<file path="src/rtl/seq_div_16b.sv">
// Sequential restoring divider: 2N-bit dividend / N-bit divisor, one quotient bit per clock.
// Optional macro SEQ_DIV_EARLY_EXIT_EN completes in one cycle when the dividend is below the divisor.
module seq_div_16b #(
  parameter int N = 8
) (
  input  logic           clk,
  input  logic           rst,
  input  logic           start,
  input  logic [2*N-1:0] in0,
  input  logic [N-1:0]   in1,
  output logic           busy,
  output logic           done,
  output logic [2*N-1:0] out0,
  output logic [N-1:0]   out1,
  output logic           div_by_zero
);

  localparam int CW = $clog2(2*N + 1);

  typedef enum logic {IDLE, CALC} state_t;

  state_t         state, state_d;
  logic [2*N-1:0] sr, sr_d;          // dividend bits shift out, quotient bits shift in
  logic [N-1:0]   dvsr, dvsr_d;
  logic [N:0]     rem, rem_d;
  logic [CW-1:0]  cnt, cnt_d;
  logic           busy_d, done_d, dz_d;
  logic [2*N-1:0] out0_d;
  logic [N-1:0]   out1_d;

  logic [N:0]     rem_sh;
  logic [N+1:0]   trial;
  logic           q_bit;
  logic [N:0]     rem_nx;
  logic           below_dvsr;

  // One restoring step: the sign of the trial difference is the next quotient bit.
  always_comb begin
    rem_sh     = {rem[N-1:0], sr[2*N-1]};
    trial      = {1'b0, rem_sh} - {2'b00, dvsr};
    q_bit      = ~trial[N+1];
    rem_nx     = q_bit ? trial[N:0] : rem_sh;
    below_dvsr = (in0 < {{N{1'b0}}, in1});
  end

  // NOTE: every target gets a default before the case, so no latches are inferred.
  always_comb begin
    state_d = state;
    sr_d    = sr;
    dvsr_d  = dvsr;
    rem_d   = rem;
    cnt_d   = cnt;
    busy_d  = busy;
    done_d  = 1'b0;
    dz_d    = div_by_zero;
    out0_d  = out0;
    out1_d  = out1;

    case (state)
      IDLE: begin
        if (start) begin
          if (in1 == '0) begin
            out0_d = '1;
            out1_d = in0[N-1:0];
            dz_d   = 1'b1;
            done_d = 1'b1;
          end else
`ifdef SEQ_DIV_EARLY_EXIT_EN
          if (below_dvsr) begin
            out0_d = '0;
            out1_d = in0[N-1:0];
            dz_d   = 1'b0;
            done_d = 1'b1;
          end else
`endif
          begin
            sr_d    = in0;
            dvsr_d  = in1;
            rem_d   = '0;
            cnt_d   = CW'(2*N);
            busy_d  = 1'b1;
            state_d = CALC;
          end
        end
      end

      CALC: begin
        sr_d  = {sr[2*N-2:0], q_bit};
        rem_d = rem_nx;
        cnt_d = cnt - CW'(1);
        if (cnt == CW'(1)) begin
          out0_d  = {sr[2*N-2:0], q_bit};
          out1_d  = rem_nx[N-1:0];
          dz_d    = 1'b0;
          done_d  = 1'b1;
          busy_d  = 1'b0;
          state_d = IDLE;
        end
      end

      default: state_d = IDLE;
    endcase
  end

  // NOTE: sequential state uses non-blocking assignments so all registers update together.
  always_ff @(posedge clk or posedge rst) begin
    if (rst) begin
      state       <= IDLE;
      // NOTE: working registers are reset too, so an aborted division leaves nothing behind.
      sr          <= '0;
      dvsr        <= '0;
      rem         <= '0;
      cnt         <= '0;
      busy        <= 1'b0;
      done        <= 1'b0;
      div_by_zero <= 1'b0;
      out0        <= '0;
      out1        <= '0;
    end else begin
      state       <= state_d;
      sr          <= sr_d;
      dvsr        <= dvsr_d;
      rem         <= rem_d;
      cnt         <= cnt_d;
      busy        <= busy_d;
      done        <= done_d;
      div_by_zero <= dz_d;
      out0        <= out0_d;
      out1        <= out1_d;
    end
  end

  // The early-exit comparator is only consumed when the macro is defined.
  logic unused_ok;
  assign unused_ok = below_dvsr;

endmodule
</file>
<file path="config.mk">
export PLATFORM = sky130hd
export DESIGN_NAME = seq_div_16b
export DESIGN_NICKNAME = d
export VERILOG_FILES = /design/src/rtl/seq_div_16b.sv
export SDC_FILE = /design/constraint.sdc
export NUM_CORES = 1
export LEC_CHECK = 0
export BUFFER_PORTS_ARGS = -buffer_cell sky130_fd_sc_hd__clkbuf_2
export CAP_MARGIN = 10
export CORE_ASPECT_RATIO = 0.8
export CORE_UTILIZATION = 63
export CTS_BUF_LIST = sky130_fd_sc_hd__clkbuf_8
export DETAILED_ROUTE_END_ITERATION = 10
export PLACE_DENSITY = 0.93
export SLEW_MARGIN = 20
export SYNTH_ARGS = -nofsm -noshare
export SYNTH_HDL_FRONTEND = slang
export SYNTH_SLANG_ARGS = --single-unit
export TNS_END_PERCENT = 1
</file>
<file path="constraint.sdc">
create_clock -name clk -period 3.6 [get_ports clk]
set_input_delay 0.18 -clock clk [delete_from_list [all_inputs] [get_ports clk]]
set_output_delay 0.18 -clock clk [all_outputs]
set_load 0.01 [all_outputs]
</file>
==> impl_results.md, run 1 <==
* Slew of the pin with the lowest slew margin at between 1 and 1.5 ns
* Post-CTS repair timing setup buffer count at 0
* Failing checks: hold timing
* Final hold slack at -0.0366 ns
* Final GP Congestion at 0.976
* Vias in the first global route at approximately 2600
* Synth area leader: dfrtp_1
* Worst vdd ir at about 0.63 mV
* Max cap viols at 0
* Post-CTS Resized at 0
* Total CTS buffers at 9
* Post-Syn Area at 3300 sq um
* Ant diodes at 0
* Total negative slack at 0 ns
* Total Power at between 0.004 and 0.005 W
* HPWL Detailed at about 5.6 mm
* I/O Buffers at 53
* Max Clk Rate at slightly above 400 MHz
* Hold crit path type: in2async
* Clock power frac at 14.8%
* Power Density at 1090 nW/um^2
* Layout fillers at 340
* Mux cell area share after synthesis at around 7.7%
* Post-DRT Antenna Nets at 0
* Slew margin rel. at between 20% and 30%
* Tot GR Track Use at between 30% and 40%
* TritonCTS sink count at 65
* Critical Path RT at around 3.9 ns
* First-pass GRT wire length at roughly 13 mm
* Initial DRC Count at 183
* Max Slew Vio Count at 0
* Dpl ws at 1.19 ns
* Switching pwr at between 0.0015 and 0.002 W
* FFs w/ async S/R, synth at between 90% and 100%
* I/O Pins at between 50 and 60
* Multi-input combinational cell area at approximately 1500 sq um
* Status: finished, violations left
* R2R Path End: out1[0]
* Switching portion of total power at between 40% and 50%
* Clk_skew at between 0.009 and 0.01 ns
* Cells after synthesis at about 320
* Initial core utilization at between 60% and 70%
* Top FF cell, synth: dfrtp_1
* Crit start category: flop
* Type of element capturing the critical path: flop
* P_leak at roughly 1.8 nW
* Worst R2R Setup Slack at roughly 1.2 ns
* Post-synthesis simple-gate area fraction at 12.6%
* Largest net degree at the start of global routing at 55
* Die X at 82.9 um
* Synth Area in Compound Gates at between 20% and 30%
* Vias per std cell at ~6.3
* Fin. Hold Viols at between 40 and 50
* Clock root cell: clkbuf_8
* Setup violations, final at 0
* Worst r2r path cells at 6
* Pre-antenna DRT Iters at 5
* Area delta synth->final at 15.6%
* Min Tclk post-route at ~2.4 ns
* Layout Nets at slightly above 400
* Register bit count reported by yosys at 65
* H-tree depth at 3
* Fin crit share at between 60% and 70%
* Post-synthesis sequential area ratio at around half
* Die Height at around 67 um
* FP Rows at 23
* Cell-internal power at about 0.0023 W
* XOR/XNOR Fraction of Synth Area at roughly 1.1%
* Worst-Skew Late Latency at about 0.35 ns
* RSZ-0062 raised after global routing: false
* Part of the power in combinational logic at 51.6%
* Total grt overflow at 0
* Synth Warn # at 0
* Synth Area in Adders at 4.40%
* Synth cell types at 56
* Antenna violations before repair at 0
* CP Data Arrival Time at between 2 and 3 ns
* Core area at between 5000 and 6000 sq um
* Synth area leaders: dfrtp_1, mux2i_1, nand2_1, o22a_1, o21ai_0
* Hold Buf Count CTS at 0
* Post-synth net total at about 360
* DIE AREA at about 5500 sq um
* Fraction of synthesized cell area taken by the top area cell type at about half
* Detailed-route via count at 2812
* Critical path destination: out1[0]
* Share of layout cells above drive strength 1 at about a quarter
* Largest family of logic cells by synthesized area: compound AO/OA/AOI/OAI gates
* Setup CP Type: reg2reg
* Number of synthesized flops with an enable pin at 0
* Setup ws final at roughly 1.2 ns
* Top fanout value on the critical path at 9
* Bufs on Longest Clock Path at 2
* DRC at 0
* WL final at between 8 and 9 mm
* Clock transition at path regs at approximately 0.08 ns
* Critical path startpoint: rem[5]
* Sequential power share at approximately a third
* CTS tree: yes
* DR WL/cell at 18.3 um
* FF+latch area at 1630 sq um
* Post-synthesis average cell area at ~10 sq um
* Reg2reg start: rem[5]
==> cells by family (layout without fill, tap and decap cells) <==
kind of cell | after synthesis | in the layout
buffers and inverters | 33 | 92
adder cells (fa/ha/maj) | 11 | 11
AO/OA/AOI/OAI | 96 | 96
flip-flops | 65 | 65
AND/OR/NAND/NOR | 89 | 89
multiplexers | 25 | 25
XOR/XNOR | 4 | 4
==> how the worst min path moves through the flow <==
stage          startpoint  slack (ns)       to
5_1_grt               rst        0.04   cnt[2]
4_1_cts            in1[1]        0.05  dvsr[1]
6_report              rst       -0.04   cnt[2]
2_1_floorplan      in1[1]        0.30  dvsr[1]
3_3_place_gp       in1[1]        0.40  dvsr[1]
3_5_place_dp       in1[1]        0.42  dvsr[1]
==> cell usage after synthesis, types with 2 or more instances <==
library cell	count
nor3b_1	2
clkbuf_1	9
ha_1	10
nand4_1	4
inv_1	17
o211ai_1	4
o31ai_1	3
xor2_1	3
o31a_1	2
nand3_1	8
a31oi_1	6
o22a_1	15
a21oi_1	7
nand2_1	40
o21ai_0	26
nor3_1	4
buf_1	2
buf_2	3
mux2i_1	22
mux2_2	2
dfrtp_1	65
nor2b_1	4
a21boi_2	2
or2_2	3
o21ai_1	12
nor4_1	3
nor2_1	16
==> worst max-delay path, cell delays in order (launching register included) <==
cell and delay, ns:
dfrtp_1 0.40, ha_1 0.36, a21o_2 0.25, a21boi_2 0.35
mux2_1 0.35, or4_1 0.43, a31oi_1 0.19
==> state kept, by name (all words and copies together), names as in the netlist <==
register / count
cnt: 5
out1: 8
done: 1
rem: 8
state: 1
div_by_zero: 1
sr: 16
dvsr: 8
out0: 16
busy: 1
==> power groups by stage <==
stage	registers [W]	logic (W)	clock network [W]
global placement	0.00136	0.00202	0
global route	0.00142	0.00236	0.000649
CTS	0.00138	0.00212	0.000621
finish	0.00139	0.00214	0.000617
detailed placement	0.00139	0.00210	0
floorplan	0.00139	0.00152	0
==> area by class of cell <==
type / count / area share (%)
Clock buffer: 9 / 3.25
Timing Repair Buffer: 59 / 8.14
Inverter: 17 / 1.71
Multi-Input combinational cell: 225 / 40.3
Clock inverter: 7 / 1.84
Tap cell: 62 / 2.04
Sequential cell: 65 / 42.7
==> placed cells by master, fill, tap and decap left out, types with 2 or more instances in the layout <==
cell type and instances:
a21boi_2 2, a21oi_1 6, a21oi_2 2, a31oi_1 6, buf_4 6, clkbuf_2 53
clkbuf_8 9, clkinv_2 4, dfrtp_1 65, ha_1 10, inv_1 16, mux2_2 2
mux2i_1 22, nand2_1 40, nand3_1 8, nand4_1 4, nor2_1 16, nor2b_1 4
nor3_1 4, nor3b_1 2, nor4_1 3, o211ai_1 4, o21ai_0 26, o21ai_1 11
o21ai_2 2, o22a_1 15, o31a_1 2, o31ai_1 3, or2_2 3, xor2_1 3
==> per-stage QoR <==
stage	hold slack [ns]	utilization (%)	cell area, sq um	instances
finish	-0.0366	76.1	3810	444
global route	0.0405	76.1	3810	444
CTS	0.0483	76.0	3810	444
detailed placement	0.416	72.1	3610	428
global placement	0.399	72.1	3610	428
floorplan	0.297	-	3300	323
==> per-layer routing <==
metal,vias to the layer above,wire [um],GRT usage (%)
met5,-,0,0
met4,0,150,12.3
met3,19,531,8.43
met2,116,3890,50.5
met1,1396,3560,39.0
li1,1281,-,-
No activity file was read; power rests on OpenSTA's default activity.
==> run 2: changes to the inputs <==
CORE_UTILIZATION = 58   (was 63)
PLACE_DENSITY = 0.87   (was 0.93)
clock period = 2.3 ns   (was 3.6 ns; I/O delays follow)
==> run 2 against run 1 <==
Compared with the run above:
- the flow now finishes without violations
- die area is 8.4% higher
- power increased by 55%
- flip-flop and latch count is the same
- critical endpoint unchanged
- largest cell class unchanged
==> impl_results.md, run 2 (synthesis results as in run 1) <==
* Status: finished, final reports clean
* Top fanout value on the critical path at 8 (-1)
* Min Tclk post-route at 2.20 ns (-0.224 ns)
* Die Height at 69.4 um (+4.1%)
* Share of layout cells above drive strength 1 at 25.9% (+1.0 points)
* Largest net degree at the start of global routing at 42 (-24%)
* Core area at 5470 sq um (+9.1%)
* Power Density at 1630 nW/um^2 (+49%)
* First-pass GRT wire length at 12.7 mm (-0.43%)
* Ant diodes at 0 (unchanged)
* Switching pwr at 0.00279 W (+53%)
* Clock root cell: clkbuf_8
* I/O Buffers at 53 (unchanged)
* H-tree depth at 3 (unchanged)
* I/O Pins at 54 (unchanged)
* Layout Nets at 427 (+2.9%)
* Sequential power share at 33.6% (about the same)
* Cell-internal power at 0.00364 W (+56%)
* Setup ws final at 0.0984 ns (-1.08 ns)
* Initial core utilization at 60.3% (-5.5 points)
* CP Data Arrival Time at 2.47 ns (-0.22 ns)
* Clk_skew at 0.00536 ns (-0.00374 ns)
* Max Clk Rate at 454 MHz (+10%)
* Most common cell after layout, fill and taps aside: dfrtp_1
* DR WL/cell at 16.0 um (-13%)
* DRC at 0 (unchanged)
* Fin util at 72.4% (-3.7 points)
* Crit start category: flop
* Die X at 86.3 um (+4.1%)
* Detailed-route via count at 2754 (-2.1%)
* Area delta synth->final at 20.0%
* Worst vdd ir at 0.709 mV (+13%)
* Part of the power in combinational logic at 53.5% (+1.9 points)
* Post-DRT Antenna Nets at 0 (unchanged)
* Pre-antenna DRT Iters at 4 (-1)
* Slew margin rel. at 57.3% (+30 points)
* Total Power at 0.00643 W (+55%)
* Final cell count without fillers at 472 (+6.3%)
* Initial DRC Count at 208 (+14%)
* Fin crit share at 95.7% (+28 points)
* Bufs on Longest Clock Path at 2 (unchanged)
* Max cap viols at 0 (unchanged)
* Top Registers: out0 x16, sr x16
* Final GP Congestion at 0.967 (-0.88%)
* Total CTS buffers at 9 (unchanged)
* Fin. Hold Viols at 0 (-100%)
* Max Slew Vio Count at 0 (unchanged)
* FF+latch area at 1630 sq um (unchanged)
* Slew of the pin with the lowest slew margin at 0.639 ns (-0.458 ns)
* Layout fillers at 423 (+24%)
* Total negative slack at 0 ns (unchanged)
* Vias per std cell at 5.83 (-7.9%)
* P_leak at 1.83 nW (+3.2%)
* Clock transition at path regs at 0.08 ns (about the same)
* Clock power frac at 12.9% (-1.9 points)
* DIE AREA at 5990 sq um (+8.4%)
* Most frequent cells in the layout: dfrtp_1, clkbuf_2, nand2_1, o21ai_0, mux2i_1
* Antenna violations before repair at 0 (unchanged)
* RSZ-0062 raised after global routing: false
* HPWL Detailed at 5.20 mm (-7.3%)
* Setup violations, final at 0 (unchanged)
* Dpl ws at 0.0654 ns (-1.13 ns)
* TritonCTS sink count at 65 (unchanged)
* Tot GR Track Use at 27.6% (-3.1 points)
* WL final at 7.56 mm (-7.0%)
* Hold crit path type: in2reg
* Worst-Skew Late Latency at 0.35 ns (about the same)
* Setup CP Type: reg2reg
* Vias in the first global route at 2662 (+2.2%)
* FP Rows at 24 (+4.3%)
* Type of element capturing the critical path: flop
* Switching portion of total power at 43.4% (-0.50 points)
* Post-CTS repair timing setup buffer count at 0 (unchanged)
* Total grt overflow at 0 (unchanged)
* Critical Path RT at 2.57 ns (-1.30 ns)
* DP Cell Count at 450 (+5.1%)
* CTS tree: yes
* Multi-input combinational cell area at 1550 sq um (+0.90%)
==> run 2: cell type report <==
class                   count  area share (%)
multi-input cells         225            39.2
inverters                  17            1.61
flip-flops and latches     65            41.1
clock buffers               9            3.13
clock inverters             7           0.981
repair buffers             71            11.5
well taps                  78            2.47
==> run 2: metrics by stage <==
stage / cell area [sq um] / hold WS [ns]
floorplan: 3300 / 0.232
global placement: 3710 / 0.198
detailed placement: 3710 / 0.220
CTS: 3940 / 0.00846
global route: 3960 / 0.00382
finish: 3960 / 0.0105
==> run 2: worst paths after layout <==
| check | start | end | slack [ns] | cells after the start |
|---|---|---|---|---|
| setup / recovery | dvsr[6] | out1[0] | 0.1 | 7 |
| hold / removal | in1[6] | dvsr[6] | 0.01 | 3 |
| setup reg to reg | dvsr[6] | out1[0] | 0.1 | 7 |
| hold reg to reg | out0[10] | out0[10] | 0.49 | 1 |
| max in group asynchronous | rst | dvsr[0] | 1.29 | 4 |
| min in group asynchronous | rst | out0[7] | 0.38 | 3 |
==> run 2: what timing repair did <==
item | 4_1_cts | 5_1_grt
setup endpoints to repair | 0 | 3
hold endpoints to repair | 32 | 0
hold buffers | 6 | 0
resized for setup | 0 | 4
==> run 2: power by group through the flow <==
stage	registers, W	logic [W]	clock network (W)
floorplan	0.00218	0.00237	0
global placement	0.00215	0.00320	0
detailed placement	0.00217	0.00333	0
CTS	0.00216	0.00335	0.000834
global route	0.00224	0.00383	0.000898
finish	0.00216	0.00344	0.000830
==> run 2: critical path, cell delays in order, from the launching register on <==
cell	delay, ns
dfrtp_1	0.36
inv_1	0.07
ha_2	0.31
a21o_2	0.25
a21boi_4	0.20
mux2_1	0.33
or4_1	0.42
a31oi_1	0.18
==> run 2: routing by layer <==
metal | GRT usage (%) | part of all wire [%] | vias up
met4 | 7.59 | 1.4 | 0
met2 | 42.9 | 48 | 80
met1 | 37.7 | 44 | 1360
li1 | - | - | 1304
met3 | 8.10 | 5.7 | 10
met5 | 0 | 0 | -
==> run 3: changes to the inputs <==
BUFFER_PORTS_ARGS = not set   (was -buffer_cell sky130_fd_sc_hd__clkbuf_2)
CORE_UTILIZATION = 66   (was 58)
DONT_BUFFER_PORTS = 1   (was not set)
PLACE_DENSITY = 0.82   (was 0.87)
==> run 3 against run 2 <==
Compared with the run above:
- utilization grew 9.8 points
- non-clock buffer count down 33
- power is 0.67% higher
- routed wire length grew 12%
- final area decreased by 2.8%
- clock power grew 3.3%
- sequential power rose by 8%
- combinational power decreased by 5%
- flip-flop and latch count did not move
- clock skew rose by 0.0042 ns
- count of clock-buffer cells in the layout rose by 1
- die area down 12%
- largest cell class unchanged
- largest power group unchanged
- highest routed layer unchanged
==> impl_results.md, run 3 (synthesis results as in run 1) <==
* Bufs on Longest Clock Path at 2 (unchanged)
* Vias in the first global route at 2743 (+3.0%)
* Final GP Congestion at 0.905 (-6.5%)
* Max cap viols at 0 (unchanged)
* Vias per std cell at 6.54 (+12%)
* I/O Buffers at 0 (-100%)
* Total grt overflow at 0 (unchanged)
* Buf+Inv Stages, Crit Path at 1 (unchanged)
* DIE AREA at 5280 sq um (-12%)
* CP max stage cell: a221o_1
* Pre-antenna DRT Iters at 6 (+2)
* Setup CP Type: reg2reg
* Ant diodes at 0 (unchanged)
* Slew of the pin with the lowest slew margin at 0.643 ns (+0.00422 ns)
* Slew margin rel. at 56.9% (-0.38 points)
* FP Rows at 22 (-8.3%)
* Clock transition at path regs at 0.07 ns (about the same)
* Largest net degree at the start of global routing at 66 (+57%)
* Max Slew Vio Count at 0 (unchanged)
* H-tree depth at 3 (unchanged)
* DR WL/cell at 20.2 um (+26%)
* Clock root cell: clkbuf_8
* Initial core utilization at 70.4% (+10 points)
* Layout Nets at 394 (-7.7%)
* Clk_skew at 0.00959 ns (+0.00423 ns)
* Total CTS buffers at 9 (unchanged)
* Antenna violations before repair at 0 (unchanged)
* Top Family by Delay on Critical Path: compound AO/OA/AOI/OAI gates
* Detailed-route via count at 2753 (-0.036%)
* CP Data Arrival Time at 2.46 ns (about the same)
* Most frequent cells in the layout: dfrtp_1, nand2_1, o21ai_0, dlygate4sd3_1, mux2i_1
* HPWL Detailed at 5.13 mm (-1.5%)
* Share of layout cells above drive strength 1 at 13.6% (-12 points)
* I/O Pins at 54 (unchanged)
* Crit-path cells: inv_1 > ha_1 > and2_4 > a221o_1 > o21ai_2 > a21oi_1 > o31ai_1
* First-pass GRT wire length at 13.5 mm (+6.8%)
* Crit start category: flop
* Initial DRC Count at 219 (+5.3%)
* Worst stage delay on the critical path at 0.39 ns (-0.03 ns)
* Top fanout value on the critical path at 7 (-1)
* Type of element capturing the critical path: flop
* Min Tclk post-route at 2.21 ns (+0.00853 ns)
* Post-DRT Antenna Nets at 0 (unchanged)
* Top Registers: out0 x16, sr x16
* Hold crit path type: in2reg
* Fin. Hold Viols at 0 (unchanged)
* Worst r2r path cells at 7 (unchanged)
* Tot GR Track Use at 35.5% (+7.9 points)
* WL final at 8.49 mm (+12%)
* Worst R2R Setup Slack at 0.09 ns (about the same)
* Die Height at 65.2 um (-6.1%)
* DRC at 0 (unchanged)
* RSZ-0062 raised after global routing: false
* Area delta synth->final at 16.7%
* Cell depth of the worst setup path at 7 (unchanged)
* Critical Path RT at 2.55 ns (-0.02 ns)
* Die X at 81.0 um (-6.1%)
* TritonCTS sink count at 65 (unchanged)
* Power Density at 1680 nW/um^2 (+3.5%)
* Fin util at 82.2% (+9.8 points)
* Core area at 4680 sq um (-14%)
* CTS tree: yes
* Total negative slack at 0 ns (unchanged)
* Fin crit share at 96.1% (+0.37 points)
* Worst-Skew Late Latency at 0.35 ns (about the same)
* Most common cell after layout, fill and taps aside: dfrtp_1
* Max Clk Rate at 452 MHz (-0.39%)
* Hold Crit Depth at 2 (-1)
* Post-CTS repair timing setup buffer count at 0 (unchanged)
* P_leak at 1.69 nW (-7.3%)
* Setup violations, final at 0 (unchanged)
* Worst vdd ir at 0.908 mV (+28%)
* Status: finished, final reports clean
-- run 3: changes by cell type in the layout (fill, tap and decap cells not counted), moves of 2 or more --
cell / change
clkbuf_2: -53
dlygate4sd3_1: +19
buf_4: +3
buf_12: -2
-- run 3: worst reg2reg max path, cell delays in order (launching register included) --
cell and delay (ns):
dfrtp_1 0.36, inv_1 0.07, ha_1 0.35, and2_4 0.19, a221o_1 0.39, o21ai_2 0.37
a21oi_1 0.16, o31ai_1 0.23
-- run 3: repair_timing --
item                                    CTS  global route
endpoints found under the setup margin    0             2
resized for setup                         0             3
hold buffers                             25             0
endpoints found under the hold margin    90             0
-- run 3: worst paths after layout --
path / startpoint / end
worst max-delay path: dvsr[3] / rem[2]
worst min-delay path: in0[5] / sr[5]
worst max register to register: dvsr[3] / rem[2]
worst min register to register: sr[1] / sr[2]
max in group asynchronous: rst / cnt[4]
min in group asynchronous: rst / out0[8]
-- run 3: area by class of cell --
cell class / count / area, sq um
Fill cell: 269 / 833
Multi-Input combinational cell: 225 / 1550
Tap cell: 60 / 75.1
Clock buffer: 10 / 138
Clock inverter: 6 / 35.0
Inverter: 17 / 63.8
Sequential cell: 65 / 1630
Timing Repair Buffer: 38 / 360
-- run 3: power by group --
part / internal (W) / switching, W / leakage, nW
combinational: 0.00139 / 0.00188 / 0.844
sequential: 0.00175 / 0.000594 / 0.756
clock: 0.000412 / 0.000445 / 0.0932
-- run 3: metal layers --
| layer | track usage [%] | up-vias | routed length, um |
|---|---|---|---|
| li1 | - | 1238 | - |
| met4 | 16.1 | 0 | 257 |
| met1 | 44.6 | 1368 | 3510 |
| met5 | 0 | - | 0 |
| met2 | 56.5 | 124 | 4180 |
| met3 | 10.6 | 23 | 547 |
-- run 3: per-stage QoR --
| stage | cells | power, W | hold WS, ns | setup slack, ns | instance area (sq um) |
|---|---|---|---|---|---|
| 2_1_floorplan | 323 | 0.00455 | 0.232 | 0.0898 | 3300 |
| 3_3_place_gp | 380 | 0.00515 | 0.0958 | 0.186 | 3410 |
| 3_5_place_dp | 380 | 0.00533 | 0.0955 | 0.0544 | 3410 |
| 4_1_cts | 421 | 0.00625 | 0.00145 | 0.0508 | 3830 |
| 5_1_grt | 421 | 0.00688 | 0.00450 | 0.00622 | 3850 |
| 6_report | 421 | 0.00647 | 0.00411 | 0.0899 | 3850 |
